$ cat config.mk
export PLATFORM = sky130hd
export DESIGN_NAME = alu_serial_ctrl_flat
export DESIGN_NICKNAME = d
export VERILOG_FILES = /design/src/rtl/alu_pkg.sv /design/src/rtl/alu_serial_ctrl_if.sv /design/src/rtl/alu_serial_bit.sv /design/src/rtl/alu_serial_ctrl.sv /design/src/flat_wrapper.sv
export SDC_FILE = /design/constraint.sdc
export NUM_CORES = 1
export LEC_CHECK = 0
export CAP_MARGIN = 10
export CORE_ASPECT_RATIO = 1.5
export CORE_MARGIN = 2
export CORE_UTILIZATION = 49
export DETAILED_ROUTE_END_ITERATION = 10
export GPL_TIMING_DRIVEN = 0
export PLACE_DENSITY = 0.75
export SLEW_MARGIN = 30
export SYNTH_ARGS = -nofsm -noshare
export SYNTH_HDL_FRONTEND = slang
export SYNTH_HIERARCHICAL = 1
export SYNTH_SLANG_ARGS = --single-unit
$ cat constraint.sdc
create_clock -name clk -period 2.3 [get_ports clk]
set_input_delay 0.46 -clock clk [delete_from_list [all_inputs] [get_ports clk]]
set_output_delay 0.46 -clock clk [all_outputs]
set_load 0.02 [all_outputs]
$ cat src/rtl/alu_pkg.sv
// Shared opcode constants, FSM state encoding and opcode helpers for the
// bit-serial ALU controller and its one-bit slice.
package alu_pkg;

    localparam logic [2:0] OP_AND = 3'b001;
    localparam logic [2:0] OP_OR  = 3'b010;
    localparam logic [2:0] OP_ADD = 3'b011;
    localparam logic [2:0] OP_SUB = 3'b100;
    localparam logic [2:0] OP_NOR = 3'b101;
    localparam logic [2:0] OP_SLT = 3'b110;

    typedef enum logic [1:0] {
        S_IDLE = 2'd0,
        S_RUN  = 2'd1,
        S_DONE = 2'd2
    } state_e;

    function automatic logic op_legal(input logic [2:0] op);
        return (op == OP_AND) || (op == OP_OR) || (op == OP_ADD) ||
               (op == OP_SUB) || (op == OP_NOR) || (op == OP_SLT);
    endfunction

    function automatic logic op_inv_b(input logic [2:0] op);
        return (op == OP_SUB) || (op == OP_SLT);
    endfunction

endpackage

$ cat src/rtl/alu_serial_ctrl_if.sv
// Start/done request bus of the bit-serial ALU; ALU_SERIAL_OPERR_EN adds op_err.
interface alu_serial_ctrl_if #(
    parameter int unsigned WIDTH = 32
);
    logic             start;
    logic [2:0]       op;
    logic [WIDTH-1:0] src1;
    logic [WIDTH-1:0] src2;
    logic             busy;
    logic             done;
    logic [WIDTH-1:0] result;
    logic             zero;
    logic             cout;
    logic             overflow;
`ifdef ALU_SERIAL_OPERR_EN
    logic             op_err;
`endif

    modport master (
`ifdef ALU_SERIAL_OPERR_EN
        input  op_err,
`endif
        output start, op, src1, src2,
        input  busy, done, result, zero, cout, overflow
    );

    modport slave (
`ifdef ALU_SERIAL_OPERR_EN
        output op_err,
`endif
        input  start, op, src1, src2,
        output busy, done, result, zero, cout, overflow
    );
endinterface

$ cat src/rtl/alu_serial_bit.sv
// Combinational one-bit ALU slice: logic ops on a/b, full add of a and (b ^ b_inv).
module alu_serial_bit
    import alu_pkg::*;
(
    input  logic       a,
    input  logic       b,
    input  logic       b_inv,
    input  logic       cin,
    input  logic [2:0] op,
    output logic       r,
    output logic       cout
);

    logic bb;
    logic sum;
    logic carry;

    always_comb begin
        bb    = b ^ b_inv;
        sum   = a ^ bb ^ cin;
        carry = (a & bb) | (cin & (a ^ bb));
        r     = 1'b0;
        cout  = 1'b0;
        case (op)
            OP_AND: r = a & b;
            OP_OR:  r = a | b;
            OP_NOR: r = ~(a | b);
            OP_ADD, OP_SUB, OP_SLT: begin
                r    = sum;
                cout = carry;
            end
            default: ;
        endcase
    end

endmodule

$ cat src/rtl/alu_serial_ctrl.sv
// Bit-serial ALU sequencer driving one alu_serial_bit slice LSB-first.
// Optional macro ALU_SERIAL_OPERR_EN: op_err output, illegal opcodes skip RUN.
module alu_serial_ctrl
    import alu_pkg::*;
#(
    parameter int unsigned WIDTH = 32,
    parameter int unsigned CNT_W = 6
) (
    input  logic              clk,
    input  logic              rst_n,
    alu_serial_ctrl_if.slave  bus
);

    state_e           state_q, state_d;
    logic [CNT_W-1:0] cnt_q, cnt_d;
    logic [WIDTH-1:0] a_q, a_d, b_q, b_d, sh_q, sh_d;
    logic [WIDTH-1:0] result_q, result_d;
    logic [2:0]       op_q, op_d;
    logic             c_q, c_d;
    logic             fin_c_q, fin_c_d, fin_ov_q, fin_ov_d;
    logic             zero_q, zero_d, cout_q, cout_d, overflow_q, overflow_d;
    logic             bit_r, bit_c;
`ifdef ALU_SERIAL_OPERR_EN
    logic             op_err_q, op_err_d;
`endif

    alu_serial_bit u_bit (
        .a     (a_q[0]),
        .b     (b_q[0]),
        .b_inv (op_inv_b(op_q)),
        .cin   (c_q),
        .op    (op_q),
        .r     (bit_r),
        .cout  (bit_c)
    );

    always_comb begin
        state_d    = state_q;
        cnt_d      = cnt_q;
        a_d        = a_q;
        b_d        = b_q;
        sh_d       = sh_q;
        op_d       = op_q;
        c_d        = c_q;
        fin_c_d    = fin_c_q;
        fin_ov_d   = fin_ov_q;
        result_d   = result_q;
        zero_d     = zero_q;
        cout_d     = cout_q;
        overflow_d = overflow_q;
`ifdef ALU_SERIAL_OPERR_EN
        op_err_d   = op_err_q;
`endif
        case (state_q)
            S_IDLE, S_DONE: begin
                if (bus.start) begin
                    a_d     = bus.src1;
                    b_d     = bus.src2;
                    op_d    = bus.op;
                    cnt_d   = '0;
                    c_d     = op_inv_b(bus.op);
                    state_d = S_RUN;
`ifdef ALU_SERIAL_OPERR_EN
                    if (!op_legal(bus.op)) begin
                        state_d    = S_DONE;
                        result_d   = '0;
                        zero_d     = 1'b1;
                        cout_d     = 1'b0;
                        overflow_d = 1'b0;
                        op_err_d   = 1'b1;
                    end
`endif
                end else begin
                    state_d = S_IDLE;
                end
            end
            S_RUN: begin
                cnt_d = cnt_q + 1'b1;
                // Counter runs one past the MSB: the extra cycle publishes
                // result/flags (SLT sign fix needs the latched MSB carries).
                if (cnt_q == CNT_W'(WIDTH)) begin
                    state_d    = S_DONE;
                    cout_d     = 1'b0;
                    overflow_d = 1'b0;
`ifdef ALU_SERIAL_OPERR_EN
                    op_err_d   = 1'b0;
`endif
                    case (op_q)
                        OP_ADD, OP_SUB: begin
                            result_d   = sh_q;
                            cout_d     = fin_c_q;
                            overflow_d = fin_ov_q;
                        end
                        OP_SLT:                 result_d = {{(WIDTH-1){1'b0}}, sh_q[WIDTH-1] ^ fin_ov_q};
                        OP_AND, OP_OR, OP_NOR:  result_d = sh_q;
                        default:                result_d = '0;
                    endcase
                    zero_d = (result_d == '0);
                end else begin
                    a_d  = a_q >> 1;
                    b_d  = b_q >> 1;
                    sh_d = {bit_r, sh_q[WIDTH-1:1]};
                    c_d  = bit_c;
                    if (cnt_q == CNT_W'(WIDTH - 1)) begin
                        fin_c_d  = bit_c;
                        fin_ov_d = c_q ^ bit_c;
                    end
                end
            end
            default: state_d = S_IDLE;
        endcase
    end

    always_ff @(posedge clk or negedge rst_n) begin
        if (!rst_n) begin
            state_q    <= S_IDLE;
            cnt_q      <= '0;
            a_q        <= '0;
            b_q        <= '0;
            sh_q       <= '0;
            op_q       <= '0;
            c_q        <= 1'b0;
            fin_c_q    <= 1'b0;
            fin_ov_q   <= 1'b0;
            result_q   <= '0;
            zero_q     <= 1'b0;
            cout_q     <= 1'b0;
            overflow_q <= 1'b0;
`ifdef ALU_SERIAL_OPERR_EN
            op_err_q   <= 1'b0;
`endif
        end else begin
            state_q    <= state_d;
            cnt_q      <= cnt_d;
            a_q        <= a_d;
            b_q        <= b_d;
            sh_q       <= sh_d;
            op_q       <= op_d;
            c_q        <= c_d;
            fin_c_q    <= fin_c_d;
            fin_ov_q   <= fin_ov_d;
            result_q   <= result_d;
            zero_q     <= zero_d;
            cout_q     <= cout_d;
            overflow_q <= overflow_d;
`ifdef ALU_SERIAL_OPERR_EN
            op_err_q   <= op_err_d;
`endif
        end
    end

    assign bus.busy     = (state_q == S_RUN);
    assign bus.done     = (state_q == S_DONE);
    assign bus.result   = result_q;
    assign bus.zero     = zero_q;
    assign bus.cout     = cout_q;
    assign bus.overflow = overflow_q;
`ifdef ALU_SERIAL_OPERR_EN
    assign bus.op_err   = op_err_q;
`endif

endmodule
$ cat src/flat_wrapper.sv
// flat-port wrapper written by rule: the top's interface ports become plain ports
module alu_serial_ctrl_flat import alu_pkg::*;
#(
    parameter int unsigned WIDTH = 32,
    parameter int unsigned CNT_W = 6
)
  (clk, rst_n, bus_start, bus_op, bus_src1, bus_src2, bus_busy, bus_done, bus_result, bus_zero, bus_cout, bus_overflow);
  alu_serial_ctrl_if #(.WIDTH(WIDTH)) bus_i ();
  input  logic clk;
  input  logic rst_n;
  input wire logic [$bits(bus_i.start)-1:0] bus_start;
  input wire logic [$bits(bus_i.op)-1:0] bus_op;
  input wire logic [$bits(bus_i.src1)-1:0] bus_src1;
  input wire logic [$bits(bus_i.src2)-1:0] bus_src2;
  output wire logic [$bits(bus_i.busy)-1:0] bus_busy;
  output wire logic [$bits(bus_i.done)-1:0] bus_done;
  output wire logic [$bits(bus_i.result)-1:0] bus_result;
  output wire logic [$bits(bus_i.zero)-1:0] bus_zero;
  output wire logic [$bits(bus_i.cout)-1:0] bus_cout;
  output wire logic [$bits(bus_i.overflow)-1:0] bus_overflow;
  assign bus_i.start = bus_start;
  assign bus_i.op = bus_op;
  assign bus_i.src1 = bus_src1;
  assign bus_i.src2 = bus_src2;
  assign bus_busy = bus_i.busy;
  assign bus_done = bus_i.done;
  assign bus_result = bus_i.result;
  assign bus_zero = bus_i.zero;
  assign bus_cout = bus_i.cout;
  assign bus_overflow = bus_i.overflow;
  alu_serial_ctrl #(.WIDTH(WIDTH), .CNT_W(CNT_W)) u_core (.clk(clk), .rst_n(rst_n), .bus(bus_i));
endmodule
[Word level (Yosys, flattened, before mapping)]
Cells that the tools add are included.
Storage, ports and cells
  bits in registers: 145
  input bits: 70
  output and inout bits: 37
  word-level logic and storage cells: 77
Operators by class
  $add $sub $neg: 1
  equality and inequality tests: 15
  multiplexer cells: 21
  bitwise logic cells: 12
  reductions and logical operators: 15
Operator list (number)
  32-bit two-way mux: 6
  32-bit one-hot mux with 2 select lines: 3
  32-bit logical NOT: 1
  3-bit equality test, second input constant: 5
  6-bit one-hot mux with 2 select lines: 1
  2-bit AND reduction: 4
  6-bit by 1-bit adder with 6-bit output, second input constant: 1
  3-bit by 2-bit equality test with 1-bit output, second input constant: 2
  6-bit by 5-bit equality test with 1-bit output, second input constant: 1
  6-bit equality test, second input constant: 1
  1-bit two-way mux: 6
  6-bit two-way mux: 1
  3-bit AND reduction: 2
  5-bit OR reduction: 1
  1-bit XOR: 5
  2-bit != test, second input constant: 2
  1-bit one-hot mux with 4 select lines: 1
  2-bit one-hot mux with 2 select lines: 1
  2-bit OR reduction: 2
  1-bit bitwise AND: 3
  3-bit by 1-bit equality test with 1-bit output, second input constant: 1
  3-bit OR reduction: 1
  2-bit by 1-bit equality test with 1-bit output, second input constant: 1
  2-bit equality test, second input constant: 1
  other kinds (8): 11

[Depth between registers and ports, before layout]
  depth in word-level cells: 9
  depth in mapped cells: 8
  mapped depth without buffers: 7

[Cells and area by module]
The synthesis kept the hierarchy.
By module, submodules not included
  alu_serial_ctrl: instances 1, cells an instance 586, area an instance 6149.6 um2, sequential area each 3628.5 um2
  alu_serial_bit: instances 1, cells an instance 17, area an instance 138.9 um2, sequential area each 0.0 um2

[Worst setup path after synthesis]
OpenSTA, ideal clock, no wires.
  path kind: register to register
  from: register u_core.op_q[2]
  to: register u_core.sh_q[31]
  setup time: 0.127 ns
  data arrival time: 1.967 ns
  required time: 2.173 ns
  slack: 0.206 ns
  cell stages (with the launch flop): 9
  path buffers: 1
  period minus slack after synthesis: 2.094 ns
  path through: dfrtp_1 -> clkbuf_1 -> nor2b_1 -> xnor2_1 -> fa_1 -> nand2_1 -> a31oi_2 -> a21oi_2 -> mux2_1
On the way
  longest elaborated chain between the ends: 6
  elaborated cells between the ends (all ways): 12
  those cells by class: eq/ne: 6; mux: 1; bitwise: 3; reduce/logical: 2
RTL lines
  start: declaration: line alu_serial_ctrl.sv:18  | logic [2:0] op_q, op_d;
  start signal: assignment: line alu_serial_ctrl.sv:138  | op_q <= op_d;
  3-bit equality test: line alu_pkg.sv:24, alu_serial_bit.sv:24
  1-bit logical OR: line alu_pkg.sv:24  | return (op == OP_SUB) || (op == OP_SLT);
  1-bit XOR: line alu_serial_bit.sv:19  | bb = b ^ b_inv;
  1-bit XOR (2 in a row): line alu_serial_bit.sv:20  | sum = a ^ bb ^ cin;
  1-bit one-hot mux with 4 select lines *: line alu_serial_bit.sv:24  | case (op)
  net u_core.bit_r: line alu_serial_ctrl.sv:22  | logic bit_r, bit_c;
  end signal: assignment: line alu_serial_ctrl.sv:120  | sh_q <= '0;
  end signal: assignment: line alu_serial_ctrl.sv:137  | sh_q <= sh_d;
  end: declaration: line alu_serial_ctrl.sv:16  | logic [WIDTH-1:0] a_q, a_d, b_q, b_d, sh_q, sh_d;
The timed path passes the listed nets; every way through them passes the cells marked *.
A chain may end at the register's enable or synchronous reset.

[Worst setup path in the final report]
  from: register u_core.op_q[0]
  to: register u_core.sh_q[31]
Same word-level chain as after synthesis.

==> run summary <==
### Final layout
- **Filler Cell Count** 1027
- **final cell utilization of the core** 0.659
- **Synth-to-Final Area Change** 31.1%
- **ratio of cells with drive above 1 in the final layout** 0.110
- **final design area excluding fillers** 8240 µm²
- **leading cell types in the layout, fill and taps excluded** sky130_fd_sc_hd__dfrtp_1 (145), sky130_fd_sc_hd__nand2_1 (141), sky130_fd_sc_hd__clkdlybuf4s50_1 (104)
- **most common library cell in the layout ignoring fill and taps** sky130_fd_sc_hd__dfrtp_1
- **Ant. Diodes** 0
- **Net count, final** 804

### Synth
- **post-synthesis area per instance** 10.4 µm²
- **post-synthesis sequential element count** 145
- **register area share after synthesis** 0.577
- **Mapped Nets** 676
- **top cells by area, synth** sky130_fd_sc_hd__dfrtp_1 (58%), sky130_fd_sc_hd__nand2_1 (8.4%), sky130_fd_sc_hd__a31oi_1 (6.3%)
- **share of the synthesized area in the top cell type** 0.577
- **prevailing post-synth register cell** sky130_fd_sc_hd__dfrtp_1
- **count of yosys warnings during synthesis** 6
- **FFs w/ async S/R, synth** 1.00
- **post-synth top area cell** sky130_fd_sc_hd__dfrtp_1
- **number of enable-type register cells in the synthesized netlist** 0
- **number of distinct library cell variants in the gate-level netlist after synthesis** 42
- **Post-Synthesis Cell Area** 6290 µm²
- **count of mapped cells out of synthesis** 603

### GRT
- **final global-route overflow total** 0
- **maximum number of pins on one net before global-route repair** 53
- **vias in the first global route** 5143
- **wire length of the first global-routing pass** 24200 µm
- **antenna violations before repair** 0
- **Total GRT Usage** 0.225

### Timing
- **Highest Clock Rate** 0.465 GHz
- **Rel. slew slack** 0.636
- **final setup slack of the worst path** 0.150 ns
- **transition time at the pin with the least slew margin** 0.546 ns
- **time the final worst path needs with I/O delays and setup** 2.15 ns
- **count of pins over their slew limit** 0
- **fin crit share** 0.935
- **Sum Neg Setup Slack** 0 ns
- **Setup violations, final** 0
- **post-route clock skew** 0.00710 ns
- **number of hold violations in the final report** 0
- **unrepaired setup endpoints after global routing** no

### Clocking
- **CTS root buffer** sky130_fd_sc_hd__clkbuf_16
- **clock latency reported for the late side of the worst-skew pair** 0.41 ns
- **Max H-tree Level** 4
- **clk buf depth** 2
- **TritonCTS clock tree** done
- **number of clock sinks seen by CTS** 145
- **Clock Pin Slew Worst Setup and Hold Paths** 0.06 ns
- **total clock buffers created by CTS** 17

### Critical path
- **largest fanout of any net on the critical path** 15
- **slack of the worst reg-to-reg path** 0.15 ns
- **category of the worst setup path capture point** flop
- **FF-to-FF End** u_core/sh_q[31]
- **Critical Setup Path Class** flop to flop
- **critical register-to-register path startpoint** u_core/op_q[0]
- **worst endpoint required time** 2.59 ns
- **Reg2Reg Depth** 7
- **worst setup path endpoint** u_core/sh_q[31]
- **Setup crit start** u_core/op_q[0]
- **kind of launch point of the worst setup path** flop
- **arrival time reported for the critical path endpoint** 2.44 ns

### Place
- **GP Congestion** 0.829
- **pre-CTS setup slack** -0.0120 ns
- **final HPWL from detailed placement** 10500 µm
- **Placed Instance Area** 7600 µm²
- **number of I/O port buffers** 106

### Drt
- **Vias/cell** 5.73
- **Routed WL** 14800 µm
- **total via count in the routed design** 5153
- **number of nets with antenna violations after routing** 0
- **total DRC errors in the routed layout** 0
- **met3 WL post-DR** 625 µm
- **average routed wire per standard cell** 16.4 µm
- **Met1 Wirelength** 5960 µm
- **first-pass iteration count of the detailed router** 4
- **highest layer used for signal routing** met4
- **Initial DRC Count** 266
- **wire length on met2** 7860 µm

### Floorplanning
- **I/O pin cnt** 107
- **height of the chip** 143 µm
- **Initial Utilization** 0.503
- **cell row count** 50
- **CORE AREA** 12500 µm²
- **Die Wd** 96.5 µm
- **overall die area** 13800 µm²

### Job
- **# Max-Cap Violations** 0

### Pwr
- **Design Power** 10.9 mW
- **reported leakage power** 3.52 nW
- **worst voltage drop across the vdd grid** 0.000768 V
- **pwr dens** 1320 nW/µm²

### Min path
- **class of the worst hold path** flop to flop
- **Hold Startpoint** u_core/bus.result[4]

### Run status
- **outcome** finished clean

==> synth_stat cells (all sizes together), types with 3 or more instances <==
master  instances
nand4           3
nor2            9
a31oi          64
a21oi           6
buf            31
nand3           4
o21ai          10
mux2           35
nor2b           4
nand2         141
nor3           65
dfrtp         145
inv             7
a22o           36
clkbuf         15
nor4            6
==> layer usage <==
| metal | up-vias | GRT usage |
|---|---|---|
| met2 | 168 | 0.393 |
| met5 | - | 0 |
| met1 | 2550 | 0.266 |
| met4 | 0 | 0.0852 |
| met3 | 27 | 0.0501 |
| li1 | 2408 | - |
==> worst min path at each step <==
stage | to | slack [ns] | cells past startpoint
final | u_core/bus.result[4] | 0.50 | 1
after global routing | u_core/b_q[31] | 0.52 | 1
after CTS | u_core/bus.result[17] | 0.51 | 1
after detailed placement | u_core/bus.result[21] | 0.38 | 1
after global placement | u_core/bus.result[0] | 0.48 | 2
after floorplan | u_core/a_q[0] | 0.16 | 0
==> state kept, by name (all words and copies together), names as in the netlist <==
register,flops
u_core/c_q,1
u_core/op_q,3
u_core/bus.zero,1
u_core/state_q,2
u_core/b_q,32
u_core/a_q,32
u_core/bus.overflow,1
u_core/bus.result,32
u_core/fin_ov_q,1
u_core/bus.cout,1
u_core/cnt_q,6
u_core/fin_c_q,1
u_core/sh_q,32
==> critical path, cell delays in order, from the launching register on <==
cell                      delay, ns
sky130_fd_sc_hd__dfrtp_1       0.58
sky130_fd_sc_hd__nor2b_1       0.12
sky130_fd_sc_hd__xnor2_1       0.16
sky130_fd_sc_hd__fa_1          0.51
sky130_fd_sc_hd__nand2_1       0.08
sky130_fd_sc_hd__a31oi_2       0.23
sky130_fd_sc_hd__a21oi_2       0.07
sky130_fd_sc_hd__mux2_1        0.29
==> cell families after synthesis <==
logic type               Yosys count  synth area share
AND/OR/NAND/NOR                  244             0.176
flip-flops                       145             0.577
AO/OA/AOI/OAI                    120             0.134
buffers and inverters             53            0.0388
multiplexers                      35            0.0627
XOR/XNOR                           3           0.00418
adder cells (fa/ha/maj)            3           0.00716
==> what timing repair did <==
action,CTS,global route
endpoints found under the setup margin,2,1
resized for setup,3,2
endpoints found under the hold margin,44,0
buffers inserted,0,1
hold buffers,1,0
==> power breakdown <==
part	switching (mW)	leakage, nW	internal, mW
registers	0.897	1.81	3.66
logic	1.78	1.43	1.66
clock network	1.05	0.286	1.82
total	3.72	3.52	7.13
==> layout make-up <==
class                           count  area (µm²)  share of cell area
Buffer                             45         218              0.0264
Clock buffer                       19         433              0.0525
Clock inverter                     13         185              0.0225
Inverter                            7        28.8             0.00349
Multi-Input combinational cell    405        2420               0.293
Sequential cell                   145        3630               0.440
Tap cell                          156         195              0.0237
Timing Repair Buffer              110        1140               0.138
==> per-stage QoR <==
| step | std cells | hold slack, ns |
|---|---|---|
| 2_1_floorplan | 603 | 0.164 |
| 3_3_place_gp | 865 | 0.481 |
| 3_5_place_dp | 867 | 0.382 |
| 4_1_cts | 899 | 0.507 |
| 5_1_grt | 900 | 0.523 |
| 6_report | 900 | 0.500 |
(Power assumes the default switching activity.)
